--- src/rtl/alu_issue_ctrl.sv ---
// Issue controller in front of the ALU: registers operands, drives the ALU selector,
// sequences the two-phase BLEU and holds the result under a valid/ready handshake.
module alu_issue_ctrl (
    input  logic        clk,
    input  logic        reset,
    input  logic        op_valid,
    output logic        op_ready,
    input  logic [3:0]  op_code,
    input  logic [31:0] rs_val,
    input  logic [31:0] rt_val,
    input  logic [15:0] imm,
    input  logic [31:0] pc,
    output logic [31:0] alu_i1,
    output logic [31:0] alu_i2,
    output logic [4:0]  alu_sel,
    input  logic [31:0] alu_o,
    output logic        res_valid,
    input  logic        res_ready,
    output logic [31:0] res_data,
    output logic        res_is_branch,
    output logic        branch_taken,
    output logic [31:0] branch_target,
    output logic        res_err
);

    // Handshakes: a transfer happens on a rising edge where valid and ready are both high.
    // op_ready is high only in IDLE; res_valid is high only in DONE and everything it
    // qualifies stays frozen until res_ready is sampled.

    typedef enum logic [1:0] {
        IDLE = 2'd0,
        EXEC = 2'd1,
        BR2  = 2'd2,
        DONE = 2'd3
    } state_t;

    localparam logic [3:0] OP_ADD  = 4'd0;
    localparam logic [3:0] OP_LW   = 4'd1;
    localparam logic [3:0] OP_SW   = 4'd2;
    localparam logic [3:0] OP_NOR  = 4'd3;
    localparam logic [3:0] OP_NORI = 4'd4;
    localparam logic [3:0] OP_NOT  = 4'd5;
    localparam logic [3:0] OP_ROLV = 4'd6;
    localparam logic [3:0] OP_RORV = 4'd7;
    localparam logic [3:0] OP_BLEU = 4'd8;

    localparam logic [4:0] SEL_IDLE = 5'b11111;
    localparam logic [4:0] SEL_CMP  = 5'b01001;

    state_t      state;
    state_t      state_nx;
    logic [3:0]  op_q;
    logic [31:0] i1_q;
    logic [31:0] i2_q;
    logic [31:0] rs_q;
    logic [31:0] rt_q;

    logic        accept;
    logic        op_legal;
    logic [31:0] imm_sext;
    logic [31:0] imm_zext;
    logic [31:0] opnd_i1;
    logic [31:0] opnd_i2;

    assign accept   = (state == IDLE) && op_valid;
    assign op_legal = (op_code <= OP_BLEU);
    assign imm_sext = {{16{imm[15]}}, imm};
    assign imm_zext = {16'h0000, imm};

    always_comb begin
        opnd_i1 = rs_val;
        opnd_i2 = rt_val;
        case (op_code)
            OP_LW, OP_SW: opnd_i2 = imm_sext;
            OP_NORI:      opnd_i2 = imm_zext;
            OP_NOT:       opnd_i1 = '0;
            OP_BLEU: begin
                opnd_i1 = pc;
                opnd_i2 = imm_sext;
            end
            default: ;
        endcase
    end

    always_ff @(posedge clk or posedge reset) begin
        if (reset) begin
            state <= IDLE;
        end else begin
            state <= state_nx;
        end
    end

    always_comb begin
        state_nx = state;
        case (state)
            IDLE: if (op_valid) state_nx = op_legal ? EXEC : DONE;
            EXEC: state_nx = (op_q == OP_BLEU) ? BR2 : DONE;
            BR2:  state_nx = DONE;
            DONE: if (res_ready) state_nx = IDLE;
            default: state_nx = IDLE;
        endcase
    end

    // Operands are gated to zero outside EXEC/BR2 so the ALU sees a quiet input.
    always_comb begin
        op_ready  = 1'b0;
        res_valid = 1'b0;
        alu_sel   = SEL_IDLE;
        alu_i1    = '0;
        alu_i2    = '0;
        case (state)
            IDLE: op_ready = 1'b1;
            EXEC: begin
                alu_i1 = i1_q;
                alu_i2 = i2_q;
                case (op_q)
                    OP_ADD:  alu_sel = 5'b10000;
                    OP_LW:   alu_sel = 5'b10001;
                    OP_SW:   alu_sel = 5'b10101;
                    OP_NOR:  alu_sel = 5'b10011;
                    OP_NORI: alu_sel = 5'b00111;
                    OP_NOT:  alu_sel = 5'b00010;
                    OP_ROLV: alu_sel = 5'b00000;
                    OP_RORV: alu_sel = 5'b00001;
                    OP_BLEU: alu_sel = 5'b01000;
                    default: alu_sel = SEL_IDLE;
                endcase
            end
            BR2: begin
                alu_i1  = i1_q;
                alu_i2  = i2_q;
                alu_sel = SEL_CMP;
            end
            DONE: res_valid = 1'b1;
            default: ;
        endcase
    end

    always_ff @(posedge clk or posedge reset) begin
        if (reset) begin
            op_q          <= '0;
            i1_q          <= '0;
            i2_q          <= '0;
            rs_q          <= '0;
            rt_q          <= '0;
            res_data      <= '0;
            res_is_branch <= 1'b0;
            branch_taken  <= 1'b0;
            branch_target <= '0;
            res_err       <= 1'b0;
        end else begin
            case (state)
                IDLE: if (accept) begin
                    op_q          <= op_code;
                    i1_q          <= opnd_i1;
                    i2_q          <= opnd_i2;
                    rs_q          <= rs_val;
                    rt_q          <= rt_val;
                    res_data      <= '0;
                    res_is_branch <= 1'b0;
                    branch_taken  <= 1'b0;
                    branch_target <= '0;
                    res_err       <= ~op_legal;
                end
                EXEC: begin
                    if (op_q == OP_BLEU) begin
                        // Phase 1 result is the target; phase 2 compares rs against rt.
                        branch_target <= alu_o;
                        i1_q          <= rs_q;
                        i2_q          <= rt_q;
                    end else begin
                        res_data <= alu_o;
                    end
                end
                BR2: begin
                    branch_taken  <= alu_o[31] | (alu_o == '0);
                    res_data      <= '0;
                    res_is_branch <= 1'b1;
                end
                default: ;
            endcase
        end
    end

endmodule

--- config.mk ---
export PLATFORM = sky130hd
export DESIGN_NAME = alu_issue_ctrl
export DESIGN_NICKNAME = d
export VERILOG_FILES = /design/src/rtl/alu_issue_ctrl.sv
export SDC_FILE = /design/constraint.sdc
export NUM_CORES = 1
export LEC_CHECK = 0
export ABC_AREA = 1
export ABC_CLOCK_PERIOD_IN_PS = 18250
export CORE_MARGIN = 2
export CORE_UTILIZATION = 45
export DETAILED_ROUTE_END_ITERATION = 10
export DONT_BUFFER_PORTS = 1
export MAX_ROUTING_LAYER = met4
export PLACE_DENSITY = 0.69
export SLEW_MARGIN = 10
export SYNTH_ARGS = -nofsm -noshare
export SYNTH_HDL_FRONTEND = slang
export SYNTH_SLANG_ARGS = --single-unit
--- constraint.sdc ---
create_clock -name clk -period 18.25 [get_ports clk]
set_input_delay 1.825 -clock clk [delete_from_list [all_inputs] [get_ports clk]]
set_output_delay 1.825 -clock clk [all_outputs]
set_load 0.01 [all_outputs]
# Yosys cells after proc, flatten, opt, wreduce, memory -nomap -nowiden
# Memory sizes are Yosys's and may differ from the RTL's.
# Index checks and enable logic that the tools add are counted.
# op_classes
muxes	26
bitwise_logic	2
n_reduce_logical	13
n_eq_ne	14
magnitude_cmp	1
# op_table
operator	n
one-hot mux 32 bit (2 select lines)	5
two-way mux 32 bit	9
one-hot mux 32 bit (3 select lines)	1
logical NOT 32 bit	1
inequality test 2 bit (second input constant)	5
one-hot mux 5 bit (2 select lines)	1
== test 4 x 3 -> 1 bit (second input constant)	2
== test 4 bit (second input constant)	2
one-hot mux 2 bit (4 select lines)	1
two-way mux 2 bit	3
AND reduction 2 bit	3
AND reduction 3 bit	2
== test 2 bit (second input constant)	2
== test 4 x 1 -> 1 bit (second input constant)	1
== test 4 x 2 -> 1 bit (second input constant)	1
<= comparator 4 bit (second input constant)	1
two-way mux 1 bit	4
one-hot mux 1 bit (2 select lines)	2
nonzero test 2 bit	2
nonzero test 3 bit	1
OR reduction 3 bit	1
== test 2 x 1 -> 1 bit (second input constant)	1
logical NOT 2 bit	1
OR reduction 2 bit	1
3 further kinds	3
# word_totals
word_cells	68
output_inout_bits	138
mem_count	1
register_bits	201
inputBits	152
rom_bits	80
# mem_list
name	words	word_bits	read_ports	rd_clocked_by_memory_dff	write_ports	line_no	rtl
(name not given)	16	5	1	0	0	116	case (op_q)

# Depth between registers and ports, before layout
# logic_depth
ltp_word	5
mapped_depth	10
depth_no_buf	8

# Worst setup path before layout
# No wires, ideal clock.
# synth_timing
path_type	register to output
start	reg state[0]
end	out alu_i1[15]
path_stages_with_launch	7
t_required_ns	16.425
arrival_time_ns	1.469
path_buffers	2
slack_ns	14.956
path_cell_list	dfrtp_1 inv_1 ha_1 clkbuf_1 buf_1 nand2_1 inv_1
# synth_between
elab_chain_len	3
word_cells_on_any_way	4
classes_between	2 x eq/ne; 1 x mux; 1 x reduce/logical
# synth_lines
item	line_no	rtl
start: declaration	50	state_t state;
start signal: assignment	89	state <= state_nx;
== test 2 x 1 -> 1 bit or == test 2 bit (tied branches)	111	case (state)
OR reduction 2 bit (no line) *	n/a	
two-way mux 32 bit *	111	
end: declaration	13	output logic [31:0] alu_i1,
# Every way passes the cells marked *; elsewhere a longest branch is shown, timed or not.

# Final worst setup path
# layout_timing
start	reg state[1]
end	out alu_sel[3]
# layout_between
elab_chain_len	2
word_cells_on_any_way	3
classes_between	2 x eq/ne; 1 x mux
# layout_lines
item	line_no	rtl
== test 2 bit or == test 2 x 1 -> 1 bit (tied branches)	111	
one-hot mux 5 bit (2 select lines) *	111	
end: declaration	15	output logic [4:0] alu_sel,
# Marks and branches as above.

==> out/summary.txt <==
Status - finished clean
Clock-pin slew reported for the worst setup and hold paths after clock tree synthesis - 60 ps
Max cap viols - 0
Routability cong. - 0.8656
Proportion of power drawn by the clock network - 0.202
Fraction of met1 tracks used by global routing - 0.2998
Clk sink count - 201
#FFs+latches synth - 201
Data arrival time of the critical path - 3060 ps
Top Ports - 290
Relative area change from synthesis to final layout - 6.738%
GR Util All Layers - 0.2355
CP max stage cell - ha_2
Total die area - 0.02345 mm2
Setup CP Type - register to output pin
Required time at the endpoint of the critical path - 16420 ps
Horizontal extent of the die - 153.1 um
Wire length reported by the detailed router - 27330 um
Dominant cells by area after synthesis - dfrtp_1 50%, nand2_1 19%, nand3_1 8.3%, inv_1 4.3%, o21ai_1 3.0%
Final antenna diode count - 0
Sw frac - 0.4535
Initial standard-cell utilization of the core - 0.4587
Post-synth net total - 1509
Number of distinct standard cells referenced by the synthesized netlist - 24
Number of warnings issued by yosys - 0
Maximum root-to-sink buffer count - 3
Final-report max-slew violation count - 0
Minimum setup slack after placement - 13280 ps
Slowest cell delay on critical path - 630 ps
Grt met2 use - 0.3707
Dominant synthesized flop cell - dfrtp_1
Fraction of registers with async set or reset after synthesis - 1.000
Count of routing violations after the opening detailed-route iteration - 828
Residual DRC - 0
Cell taking the most area after synthesis - dfrtp_1
Peak supply drop - 0.08874 mV
Number of cells upsized or downsized after cts - 0
Clock H-tree levels - 1
Proportion of synthesized chip area in sequential cells - 0.5025
Max Fclk - 204.6 MHz
Clock skew - 8.532 ps
Antenna violations before repair - 0
Cts bufs inserted - 22
CTS tree - yes
Number of enable flip-flop cells after synthesis - 0
Post-detail-place hpwl - 17350 um
Crit-path cells - inv_1 > ha_2 > buf_4 > inv_2 > o211ai_1
Layer with the highest usage - met2
Fin Setup TNS - 0 ps
Drt via density - 5.436
Net count reported at finish - 1454
Number of hold buffers added after cts - 0
Met3 usage in global routing - 0.05359
Total via count after detailed routing - 8621
Number of endpoints failing setup at the final stage - 0
Path category of the worst min-delay check - register to register
Clock tree root driver cell - clkbuf_16
Number of post-CTS setup repair buffers - 0
Setup repair after global routing missed its margin - false
Chip height - 153.1 um
WL/cell - 17.23 um
Number of placement rows - 54
Worst R2R Start - state[1]$_DFFE_PP0P_
Count of input and output buffers - 0
Part of the power in combinational logic - 0.409
Proportion of netlist area held by the largest area contributor - 0.5025
Net Switching - 929.6 uW
Type of element capturing the critical path - output pin
Core region area - 0.02182 mm2
Internal power component - 1120 uW
Leak - 0.005733 uW
Remaining global-route overflow - 0
Share of layout cells above drive strength 1 - 0.04671
Iteration count of the initial detailed-routing pass - 6
Cell area power density - 191.9 mW/mm2
Worst-Skew Late Latency - 500 ps
Post-route clock period utilization - 0.2678
Leading cell types by count after synthesis - 517 x nand2_1, 201 x dfrtp_1, 165 x nand3_1, 114 x inv_1, 78 x nor2_1
Via count of the first global-routing pass - 8352
Number of nets with antenna violations after detailed routing - 0
Transition time at the pin with the least slew margin - 1035 ps
Library cell with the highest instance count after synthesis - nand2_1
Remaining max-slew budget at the tightest pin - 0.3103
Share of total power in sequential cells - 0.389
Sort of element at the start of the critical path - register
Worst setup path startpoint - state[1]$_DFFE_PP0P_
Startpoint of the most critical hold path - rt_q[22]$_DFFE_PP0P_
Final Hold Vio Count - 0
Global-route wire length before repair - 44190 um
Post-Syn Instances - 1349
Cell area after technology mapping - 0.01001 mm2
Post-route setup slack - 13360 ps
Final Critical Period - 4887 ps
Largest net degree at the start of global routing - 126
Crit-path max FO - 39
Avg Cell Area, Syn - 7.420 um2
cell type report:
cell class / count / area [um2]
fill: 2146 / 11140
sequential: 201 / 5030
multi-input combinational: 937 / 4105
clock buffer: 32 / 629.4
inverter: 121 / 461.7
tap: 280 / 350.3
timing repair buffer: 11 / 82.58
clock inverter: 4 / 25.02
per-stage QoR:
| stage | cell area [um2] | hold slack (ps) | instances | utilization | power, uW |
|---|---|---|---|---|---|
| after floorplan | 10010 | 448.7 | 1349 | - | 1450 |
| after global placement | 10030 | 461.9 | 1550 | 0.4596 | 1621 |
| after detailed placement | 10030 | 465.1 | 1550 | 0.4596 | 1644 |
| after CTS | 10680 | 481.3 | 1586 | 0.4896 | 2067 |
| after global routing | 10680 | 495.3 | 1586 | 0.4896 | 2225 |
| final | 10680 | 478.8 | 1586 | 0.4896 | 2050 |
kinds of logic after synthesis:
logic type / count (synthesis) / share of synthesized area
adder cells (fa/ha/maj): 8 / 0.01000
AO/OA/AOI/OAI: 128 / 0.06575
buffers and inverters: 211 / 0.08925
flip-flops: 201 / 0.5025
AND/OR/NAND/NOR: 801 / 0.3325
sequential cells by signal, summed over array words and instances (netlist names), 2 cells and up:
signal,count
op_q,4
i1_q,32
i2_q,32
res_data,32
state,2
branch_target,32
rt_q,32
rs_q,32
power groups by stage:
stage | Sequential (uW) | Clock, uW | Combinational [uW]
floorplan | 767 | 0 | 683
global placement | 800 | 0 | 821
detailed placement | 802 | 0 | 842
CTS | 798 | 424 | 845
global route | 823 | 440 | 962
finish | 798 | 413 | 839
layer usage:
metal / share of wire / wire length, um / vias to the layer above
li1: - / - / 4133
met1: 0.41 / 11280 / 4052
met2: 0.47 / 12900 / 380
met3: 0.085 / 2327 / 56
met4: 0.030 / 822 / 0
met5: 0 / 0 / -
final timing paths:
| check | endpoint | slack, ps | depth (start not counted) |
|---|---|---|---|
| worst min register to register | rt_q[22]$_DFFE_PP0P_ | 480 | 2 |
| min in group asynchronous | res_data[6]$_DFFE_PP0P_ | 1320 | 1 |
| worst max-delay path | alu_sel[3] | 13360 | 5 |
| max in group asynchronous | rs_q[27]$_DFFE_PP0P_ | 15320 | 2 |
| worst max register to register | i1_q[4]$_DFFE_PP0P_ | 13790 | 10 |
| worst min-delay path | rt_q[22]$_DFFE_PP0P_ | 480 | 2 |
critical path, delay by kind of cell, from the launching register on:
family,cells,cell delay (ps)
buffers and inverters,3,1030
AOI/OAI and AO/OA,1,470
DFF,1,420
adders and majority gates,1,630
cells in the final DEF (no fill, tap or decap), drive strengths merged:
cell      instances
dfrtp           201
o211ai            3
buf              11
a21oi             7
nand3           167
a22oi             1
nor2             81
o21ai           116
ha                8
nand4            32
o21bai            1
inv             121
clkinvlp          2
clkbuf           32
nand2           521
clkinv            2
(Power assumes the default switching activity.)
